File: src/rtl/cic_sample_buf.sv
// CIC output capture: shift-scale each strobed 32-bit word, narrow to OUT_W, and queue it in a FIFO
// drained over valid/ready. Optional saturation when narrowing: define CIC_SAMPLE_BUF_SAT_EN.
module cic_sample_buf #(
    parameter int unsigned DEPTH = 16,
    parameter int unsigned OUT_W = 16
) (
    input  logic                     clk,
    input  logic                     rst,
    input  logic [31:0]              in_data,
    input  logic                     in_valid,
    input  logic [4:0]               shift,
    input  logic                     flush,
    input  logic                     ovf_clr,
    output logic [OUT_W-1:0]         out_data,
    output logic                     out_valid,
    input  logic                     out_ready,
    output logic [$clog2(DEPTH):0]   level,
    output logic                     overflow
);

    localparam int unsigned AW = $clog2(DEPTH);
    localparam int unsigned PW = AW + 1;

    logic [OUT_W-1:0] mem_q [DEPTH];
    logic [PW-1:0]    wr_ptr_q, wr_ptr_d;
    logic [PW-1:0]    rd_ptr_q, rd_ptr_d;
    logic [PW-1:0]    level_q, level_d;
    logic [OUT_W-1:0] stage_q, stage_d;
    logic             stage_vld_q, stage_vld_d;
    logic             ovf_q, ovf_d;

    logic [31:0]      scaled;
    logic             full, empty, pop, wr_en, drop;

    // Stage 1: logical right shift, then narrow (truncate or saturate)
    always_comb begin
        scaled = in_data >> shift;
`ifdef CIC_SAMPLE_BUF_SAT_EN
        if ((scaled >> OUT_W) != 32'd0) begin
            stage_d = '1;
        end else begin
            stage_d = OUT_W'(scaled);
        end
`else
        stage_d = OUT_W'(scaled);
`endif
    end

    // Extra pointer MSB distinguishes full from empty when indices match
    always_comb begin
        empty = (wr_ptr_q == rd_ptr_q);
        full  = (wr_ptr_q[AW-1:0] == rd_ptr_q[AW-1:0]) && (wr_ptr_q[AW] != rd_ptr_q[AW]);
        pop   = !empty && out_ready;
        wr_en = stage_vld_q && (!full || pop) && !flush;
        drop  = stage_vld_q && full && !pop && !flush;
    end

    always_comb begin
        wr_ptr_d    = wr_ptr_q;
        rd_ptr_d    = rd_ptr_q;
        level_d     = level_q;
        stage_vld_d = in_valid;
        ovf_d       = ovf_q;

        if (flush) begin
            wr_ptr_d    = '0;
            rd_ptr_d    = '0;
            level_d     = '0;
            stage_vld_d = 1'b0;
        end else begin
            if (wr_en) begin
                wr_ptr_d = wr_ptr_q + PW'(1);
            end
            if (pop) begin
                rd_ptr_d = rd_ptr_q + PW'(1);
            end
            case ({wr_en, pop})
                2'b10:   level_d = level_q + PW'(1);
                2'b01:   level_d = level_q - PW'(1);
                default: level_d = level_q;
            endcase
        end

        // A drop in the same cycle as a clear keeps the flag set
        if (drop) begin
            ovf_d = 1'b1;
        end else if (ovf_clr) begin
            ovf_d = 1'b0;
        end
    end

    always_ff @(posedge clk or negedge rst) begin
        if (!rst) begin
            wr_ptr_q    <= '0;
            rd_ptr_q    <= '0;
            level_q     <= '0;
            stage_q     <= '0;
            stage_vld_q <= 1'b0;
            ovf_q       <= 1'b0;
        end else begin
            wr_ptr_q    <= wr_ptr_d;
            rd_ptr_q    <= rd_ptr_d;
            level_q     <= level_d;
            stage_vld_q <= stage_vld_d;
            ovf_q       <= ovf_d;
            if (in_valid) begin
                stage_q <= stage_d;
            end
        end
    end

    // Storage is reset so the head word reads 0 straight out of reset
    always_ff @(posedge clk or negedge rst) begin
        if (!rst) begin
            for (int unsigned i = 0; i < DEPTH; i++) begin
                mem_q[i] <= '0;
            end
        end else if (wr_en) begin
            mem_q[wr_ptr_q[AW-1:0]] <= stage_q;
        end
    end

    assign out_data  = mem_q[rd_ptr_q[AW-1:0]];
    assign out_valid = !empty;
    assign level     = level_q;
    assign overflow  = ovf_q;

endmodule

File: config.mk
export PLATFORM = sky130hd
export DESIGN_NAME = cic_sample_buf
export DESIGN_NICKNAME = d
export VERILOG_FILES = /design/src/rtl/cic_sample_buf.sv
export SDC_FILE = /design/constraint.sdc
export NUM_CORES = 1
export LEC_CHECK = 0
export BUFFER_PORTS_ARGS = -buffer_cell sky130_fd_sc_hd__buf_4
export CORE_MARGIN = 3
export CORE_UTILIZATION = 45
export DETAILED_ROUTE_END_ITERATION = 12
export PLACE_DENSITY = 0.61
export SLEW_MARGIN = 20
export SYNTH_ARGS = -nofsm -noshare
export SYNTH_HDL_FRONTEND = slang
export SYNTH_SLANG_ARGS = --single-unit
File: constraint.sdc
create_clock -name clk -period 4.1 [get_ports clk]
set_input_delay 0.41 -clock clk [delete_from_list [all_inputs] [get_ports clk]]
set_output_delay 0.41 -clock clk [all_outputs]
set_load 0.02 [all_outputs]
==> Word-level counts from Yosys, hierarchy flattened <==
Index checks and enable logic that the tools add are counted.
{ "totals": {"regBits": 289, "in_bits": 43, "out_inout_bits": 23} }
{ "op_classes": {"addsub": 4, "n_lt_le_gt_ge": 3, "n_eq_ne": 5, "shifts": 1, "mux": 15, "n_bitwise": 2, "n_reduce_logical": 17} }
{ "op_table": {"columns": ["op", "count"], "rows": [
  ["256-bit bitwise mux", 1],
  ["16-bit binary-select mux with 4-bit select", 1],
  ["16-bit demux with 4-bit select", 1],
  ["16-bit 2-to-1 mux", 3],
  ["32-bit by 5-bit right shift with 16-bit output", 1],
  ["5-bit 2-to-1 mux", 5],
  ["5-bit by 1-bit adder with 5-bit output, second input constant", 3],
  ["5-bit >= comparator, second input constant", 2],
  ["4-bit inverter with 5-bit output", 2],
  ["5-bit one-hot mux with 2 select lines", 1],
  ["1-bit logical AND", 8],
  ["2-bit nonzero test", 3],
  ["5-bit == test", 1],
  ["5-bit by 1-bit less-than comparator with 1-bit output, second input constant", 1],
  ["5-bit by 1-bit subtractor with 5-bit output, second input constant", 1],
  ["4-bit == test", 1],
  ["1-bit zero test", 4],
  ["1-bit 2-to-1 mux", 3],
  ["3-bit nonzero test", 1],
  ["2-bit by 1-bit == test with 1-bit output, second input constant", 1],
  ["2-bit == test, second input constant", 1],
  ["1-bit logical OR", 1],
  ["1-bit != test", 1]
]} }

==> Depth between registers and ports, before layout <==
Gate-level depths: netlist (run 1).
{ "logic_depth": {"depth_word": 9, "ltp_mapped": 12, "mapped_depth_nobuf": 11} }

==> Worst setup path after synthesis (run 1) <==
OpenSTA, ideal clock, no wires.
{ "synth_path": {"path_type": "flip-flop to flip-flop", "start": "register wr_ptr_q[1]", "end": "register level_q[4] (netlist: level[4])", "setup_time_ns": 0.125, "arrival_time_ns": 2.894, "slack_ns": 1.081, "stages_incl_launch_ff": 12, "n_path_buf": 0, "synth_period_minus_slack_ns": 3.019, "path_cell_list": "dfrtp_1 > xnor2_1 > nand4_4 > o21ai_0 > nor2_1 > nor2_1 > ha_1 > nor2b_1 > o21a_1 > or3_1 > mux2i_1 > mux2_2"} }
{ "synth_via": {"elab_chain_cells": 9, "word_cells_on_any_way": 14, "cone_classes": "eq/ne: 4; mux: 2; reduce/logical: 8"} }
{ "synth_lines": {"columns": ["element", "line_no", "rtl"], "rows": [
  ["from (decl)", "25", "logic [PW-1:0] wr_ptr_q, wr_ptr_d;"],
  ["from (signal assigned)", "101", "wr_ptr_q <= wr_ptr_d;"],
  ["5-bit == test or 4-bit == test (tied branches)", "51, 52", null],
  ["1-bit zero test or 1-bit logical AND (tied branches)", "53, 52", null],
  ["1-bit logical AND or 1-bit zero test (tied branches)", "53, 54", null],
  ["1-bit logical OR", "54", "wr_en = stage_vld_q && (!full || pop) && !flush;"],
  ["1-bit logical AND (2 in series)", "54", null],
  ["2-bit by 1-bit == test with 1-bit output or 2-bit == test (tied branches)", "77", "case ({wr_en, pop})"],
  ["5-bit one-hot mux with 2 select lines", "77", null],
  ["5-bit 2-to-1 mux", "65", "if (flush) begin"],
  ["to (signal assigned)", "103", "level_q <= level_d;"],
  ["to (decl)", "27", "logic [PW-1:0] level_q, level_d;"]
]} }
Several ways; a longest one is shown, not always the timed one.
A chain may end at the register's enable or synchronous reset.

==> Worst setup path after layout (run 1) <==
{ "layout_path": {"start": "register rd_ptr_q[0]", "end": "output port out_data[3]"} }
{ "layout_via": {"elab_chain_cells": 4} }
{ "layout_lines": {"columns": ["element", "line_no", "rtl"], "rows": [
  ["from (decl)", "26", "logic [PW-1:0] rd_ptr_q, rd_ptr_d;"],
  ["from (signal assigned)", "102", "rd_ptr_q <= rd_ptr_d;"],
  ["4-bit inverter with 5-bit output (not written as such)", "123", "assign out_data = mem_q[rd_ptr_q[AW-1:0]];"],
  ["16-bit binary-select mux with 4-bit select", "123", null],
  ["16-bit 2-to-1 mux (not written as such) (2 in series)", "123", null],
  ["to (decl)", "14", "output logic [OUT_W-1:0] out_data,"]
]} }
Every way passes these cells. The select of a mux whose other input is x is not followed.

==> results of run 1 <==
## worst max-delay path: cells and delay by family (launching register included)
kind	cells	cell delay (ns)
mux	2	1.10
buf+inv	2	0.75
flops	1	0.63
## power breakdown
part | internal (µW) | switching (µW) | leakage [µW] | total (µW)
registers | 3030 | 212 | 0.00393 | 3240
logic | 637 | 590 | 0.00330 | 1230
clock network | 1690 | 1130 | 0.000505 | 2820
## synthesized netlist by cell type (8+ instances only)
cell type | n | area (µm²)
buf_4 | 10 | 75.1
nor3_4 | 9 | 146
clkbuf_1 | 38 | 143
mux2_4 | 90 | 1350
mux4_2 | 101 | 2270
ha_1 | 8 | 100
dfrtp_1 | 289 | 7230
o21ai_0 | 11 | 55.1
mux2i_1 | 40 | 400
o211ai_1 | 9 | 67.6
a21oi_1 | 10 | 50.1
nand2b_1 | 9 | 56.3
nand2_1 | 26 | 97.6
buf_6 | 16 | 180
buf_2 | 14 | 70.1
mux2_2 | 190 | 2140
nor2_1 | 35 | 131
inv_1 | 10 | 37.5
## path summary, 6_finish.rpt
check,to,cells past startpoint,slack (ns),from
setup / recovery,out_data[3],4,0.63,rd_ptr_q[0]
hold / removal,overflow,2,0.05,ovf_clr
setup reg to reg,level[4],12,0.84,rd_ptr_q[0]
hold reg to reg,mem_q[159],1,0.50,mem_q[159]
max in group asynchronous,mem_q[125],4,2.67,rst
min in group asynchronous,level[2],2,0.34,rst
## layer usage
layer | track usage, % | vias up | routed length, µm
met5 | 0 | - | 0
met4 | 3.98 | 0 | 641
met3 | 1.91 | 47 | 1070
met2 | 32.4 | 184 | 17100
met1 | 28.7 | 4645 | 16500
li1 | - | 3939 | -
## stage by stage
| step | power (µW) | instances | instance area, µm² |
|---|---|---|---|
| 2_1_floorplan | 4080 | 1021 | 15500 |
| 6_report | 7290 | 1532 | 17300 |
| 3_3_place_gp | 4510 | 1473 | 16200 |
| 3_5_place_dp | 4530 | 1473 | 16200 |
| 4_1_cts | 7370 | 1530 | 17300 |
| 5_1_grt | 7610 | 1532 | 17300 |
## sequential cells by signal, summed over array words and instances (netlist names)
signal       flops
rd_ptr_q         5
wr_ptr_q         5
level            5
stage_vld_q      1
mem_q          256
stage_q         16
overflow         1
## layout make-up
class | instances | area, µm² | share of cell area (%)
well taps | 448 | 561 | 3.24
inverters | 12 | 45.0 | 0.260
repair buffers | 89 | 736 | 4.25
clock inverters | 12 | 144 | 0.831
multi-input cells | 637 | 7700 | 44.5
flip-flops and latches | 289 | 7240 | 41.8
clock buffers | 45 | 888 | 5.13
## kinds of logic (layout without fill, tap and decap cells)
kind of cell	count (synthesis)	in the layout	share of synthesized area (%)
xor gates and xnor gates	14	14	0.987
DFF	289	289	46.8
muxes	421	421	39.9
adders and majority gates	9	9	0.777
and+or+nand+nor	115	115	4.43
buffers and inverters	95	158	3.54
AOI/OAI and AO/OA	78	78	3.61
## cell usage in the layout, fill, tap and decap left out, drive strengths merged, types with 7 or more instances in the layout
cell type,count
a21oi,10
a31oi,7
buf,88
clkbuf,45
clkinv,7
dfrtp,289
ha,8
inv,12
mux2,280
mux2i,40
mux4,101
nand2,30
nand2b,9
nand3,7
nor2,36
nor3,14
o211ai,9
o21ai,12
xnor2,10
## what timing repair did
action                                  4_1_cts  5_1_grt
endpoints found under the hold margin         0       41
endpoints found under the setup margin        0        0
hold buffers                                  0        1
setup buffers                                 0        0
==> impl_metrics.py, run 1 <==
metrics = {
    "final_layout": {
        "final_core_util_pct": 51.4,
        "antenna_cells": 0,
        "fillCellCount": 2876,
        "drive_gt1_share_pct": 50.4,
        "syn_to_final_growth_pct": 12.0,
        "nets": 1112,
    },
    "clock_network": {
        "clk_latency_ns": 0.56,
        "htree_levels": 1,
        "cts_buffer_depth": 3,
        "cts.sinks": 289,
        "root_buffer": "clkbuf_16",
        "tritoncts": "yes",
        "path_clk_slew_ns": 0.06,
        "cts_buffers": 31,
        "cts_resized": 0,
    },
    "pwr": {
        "ir_worst_vdd_uv": 389,
        "p_leak_uw": 0.00774,
        "power_density_mw_per_mm2": 421,
    },
    "worst_setup_path": {
        "required_ns": 3.69,
        "critPathCaptureType": "primary output",
        "crit_path_top_delay_cell": "dfrtp_4",
        "arrival_ns": 3.06,
        "worstSetupPathType": "reg2out",
        "critical_path.max_stage_delay_ns": 0.63,
        "path_cells": "buf_4 > mux4_2 > mux4_2 > buf_4",
        "worstSetupStartpointType": "flip-flop",
        "critPathMaxFanout": 29,
    },
    "die": {
        "dieHeight_um": 191,
        "start_util_pct": 45.9,
        "rows": 67,
        "die_area_mm2": 0.0366,
        "core_area_mm2": 0.0337,
        "ioPinCount": 66,
        "die_w_um": 191,
    },
    "logic_synthesis": {
        "ys_seq_area_share_pct": 46.8,
        "yosys_most_used_dff": "dfrtp_1",
        "ys_types": 64,
        "yosys_warnings": 0,
        "synthesis.area_mm2": 0.0155,
        "syn_inst": 1021,
        "async_flop_share_pct": 100,
        "synth_edf_count": 0,
        "synth-seq-cells": 289,
        "avgSynthCellArea_um2": 15.1,
        "synth.net_count": 1073,
    },
    "routing": {
        "via_count": 8815,
        "drt-total-wl_um": 35300,
        "dr.first_iter.drc_count": 619,
        "drtPass1Iterations": 5,
        "ant_nets": 0,
        "drc": 0,
        "avgViaCountPerCell": 5.75,
        "wl_per_cell_um": 23.0,
    },
    "timing": {
        "worstMarginPinSlew_ns": 1.06,
        "hold_ws_ns": 0.0505,
        "min_period_over_period_pct": 84.5,
        "slew_headroom_pct": 29.6,
        "setup_viol": 0,
        "finalSetupTns_ns": 0,
        "rsz0062_at_grt": "false",
        "post-route-min-period_ns": 3.47,
        "fin_ws_ns": 0.634,
        "fin_skew_ns": 0.0101,
        "max_clock_freq_ghz": 0.289,
        "hold_violations": 0,
        "drv_slew": 0,
    },
    "status": {
        "outcome": "finished, final reports clean",
    },
    "placed_design": {
        "portBuffers": 65,
        "gp_congestion": 0.854,
        "place_ws_ns": 0.840,
        "dp_hpwl_um": 22100,
    },
    "grt": {
        "grt_max_degree": 131,
        "track_usage_pct": 19.7,
        "antenna_found_initial": 0,
        "grt_pass1_wl_um": 56100,
        "grt_remaining_overflow": 0,
        "grt_pass1_vias": 9301,
    },
    "hold_path": {
        "hold_class": "in2reg",
    },
    "run": {
        "cap_viol_max_count": 0,
    },
}
Power figures use the tool's default switching activity.
==> run 2, diff against run 1 <==
==> constraint.sdc (replaced) <==
create_clock -name clk -period 3.6 [get_ports clk]
set_input_delay 0.36 -clock clk [delete_from_list [all_inputs] [get_ports clk]]
set_output_delay 0.36 -clock clk [all_outputs]
set_load 0.02 [all_outputs]
==> impl_metrics.py, run 2 (synthesized netlist as in run 1, its figures left out) <==
metrics = {
    "status": {
        "outcome": "finished, final reports clean",
    },
    "placed_design": {
        "placed_area_mm2": 0.0163,
        "gp_congestion": 0.837,
        "portBuffers": 65,
        "place_inst": 1475,
        "dp_hpwl_um": 22000,
    },
    "die": {
        "core_area_mm2": 0.0337,
        "rows": 67,
        "die_w_um": 191,
        "start_util_pct": 45.9,
        "dieHeight_um": 191,
        "ioPinCount": 66,
        "die_area_mm2": 0.0366,
    },
    "routing": {
        "ant_nets": 0,
        "drt-total-wl_um": 35000,
        "via_count": 8772,
        "avgViaCountPerCell": 5.72,
        "drtPass1Iterations": 5,
        "dr.first_iter.drc_count": 631,
        "wl_per_cell_um": 22.9,
        "drc": 0,
    },
    "final_layout": {
        "reg_top3": "mem_q (256), stage_q (16)",
        "stdcell_area_mm2": 0.0174,
        "largest_reg_flops": 256,
        "final-seq-area_mm2": 0.00724,
        "largest_register": "mem_q",
        "antenna_cells": 0,
        "fin_cells": 1533,
        "syn_to_final_growth_pct": 12.3,
        "nets": 1114,
        "multi_input_area_mm2": 0.00770,
        "fillCellCount": 2881,
        "layout_common_cells": "287 x dfrtp_1, 190 x mux2_2, 101 x mux4_2",
        "final_common_cell": "dfrtp_1",
        "drive_gt1_share_pct": 50.4,
    },
    "grt": {
        "met1_usage_pct": 28.6,
        "grt-busiest-layer": "met2",
        "grt.met2_usage_pct": 31.7,
        "track_usage_pct": 19.6,
        "grt_remaining_overflow": 0,
        "grt_pass1_vias": 9270,
        "grtUsageMet3_pct": 2.68,
        "antenna_found_initial": 0,
        "grt_pass1_wl_um": 55800,
        "grt_max_degree": 91,
    },
    "timing": {
        "drv_slew": 0,
        "finalSetupTns_ns": 0,
        "max_clock_freq_ghz": 0.288,
        "hold_violations": 0,
        "post-route-min-period_ns": 3.48,
        "slew_headroom_pct": 39.3,
        "setup_viol": 0,
        "rsz0062_at_grt": "false",
        "fin_skew_ns": 0.0191,
        "worstMarginPinSlew_ns": 0.910,
        "min_period_over_period_pct": 96.6,
    },
    "worst_setup_path": {
        "cp-startpoint": "rd_ptr_q[1]",
        "worstSetupStartpointType": "flip-flop",
        "critPathCaptureType": "primary output",
        "required_ns": 3.24,
        "arrival_ns": 3.12,
        "cpMostUsedCell": "buf_4",
        "worstRegToRegCells": 12,
        "critical_path.max_stage_delay_ns": 0.61,
        "critPathMaxFanout": 40,
        "ff2ff_setup_slack_ns": 0.35,
        "path_cells": "buf_4 > buf_4 > mux4_2 > mux4_2 > buf_4",
        "rr_startpoint": "wr_ptr_q[1]",
        "worstSetupPathType": "reg2out",
        "crit_path_top_delay_cell": "buf_4",
    },
    "clock_network": {
        "cts_resized": 0,
        "cts_buffers": 31,
        "root_buffer": "clkbuf_16",
        "cts_buffer_depth": 3,
        "clk_latency_ns": 0.55,
        "cts.sinks": 289,
        "tritoncts": "yes",
        "htree_levels": 1,
        "path_clk_slew_ns": 0.06,
        "post_cts.repair.setup_buffers": 0,
    },
    "hold_path": {
        "hold_class": "in2reg",
        "min_from": "out_ready",
        "hold_depth": 3,
    },
    "pwr": {
        "ir_worst_vdd_uv": 382,
        "power_density_mw_per_mm2": 484,
        "p_leak_uw": 0.00776,
    },
    "run": {
        "cap_viol_max_count": 0,
    },
}
==> run 2: cell types whose count changed in the layout (fill, tap and decap cells not counted), sizes merged <==
| cell | change |
|---|---|
| bufinv | +1 |
| inv | -1 |
| buf | +1 |
| dlygate4sd3 | +1 |
| clkinv | -2 |
| clkbuf | +1 |
==> run 2: routing by layer <==
metal / part of all wire, % / vias to the layer above
li1: - / 3933
met1: 47 / 4632
met2: 48 / 174
met3: 3.9 / 33
met4: 1.4 / 0
met5: 0 / -
==> run 2: layout make-up <==
class / count / area share, %
Clock buffer: 46 / 5.26
Clock inverter: 10 / 0.894
Inverter: 12 / 0.260
Multi-Input combinational cell: 637 / 44.4
Sequential cell: 289 / 41.7
Tap cell: 448 / 3.23
Timing Repair Buffer: 91 / 4.30
==> run 2: through the flow <==
stage	total power [µW]	utilization [%]	worst slack, ns	hold slack (ns)
floorplan	4650	-	0.581	0.0644
global placement	5160	48.3	0.480	0.434
detailed placement	5180	48.3	0.377	0.436
CTS	8520	51.5	0.107	0.109
global route	8800	51.5	0.0336	0.128
finish	8410	51.5	0.123	0.134
==> run 2: worst max-delay path, delay by kind of cell, from the launching register on <==
kind,cells,cell delay [ns]
buffers and inverters,3,1.20
muxes,2,0.95
DFF,1,0.36
==> run 2: timing repair <==
item                                    4_1_cts  5_1_grt
hold buffers                                  2        0
endpoints found under the hold margin        87        0
endpoints found under the setup margin        0        0
==> run 2: report_power, final <==
group	leakage (µW)	internal, µW	total, µW	switching, µW
clock network	0.000520	2020	3310	1290
registers	0.00393	3450	3670	222
logic	0.00331	730	1430	695
==> run 2: final timing paths <==
path,end
setup / recovery,out_data[7]
hold / removal,rd_ptr_q[1]
setup reg to reg,level[4]
hold reg to reg,mem_q[65]
max in group asynchronous,mem_q[113]
min in group asynchronous,level[0]
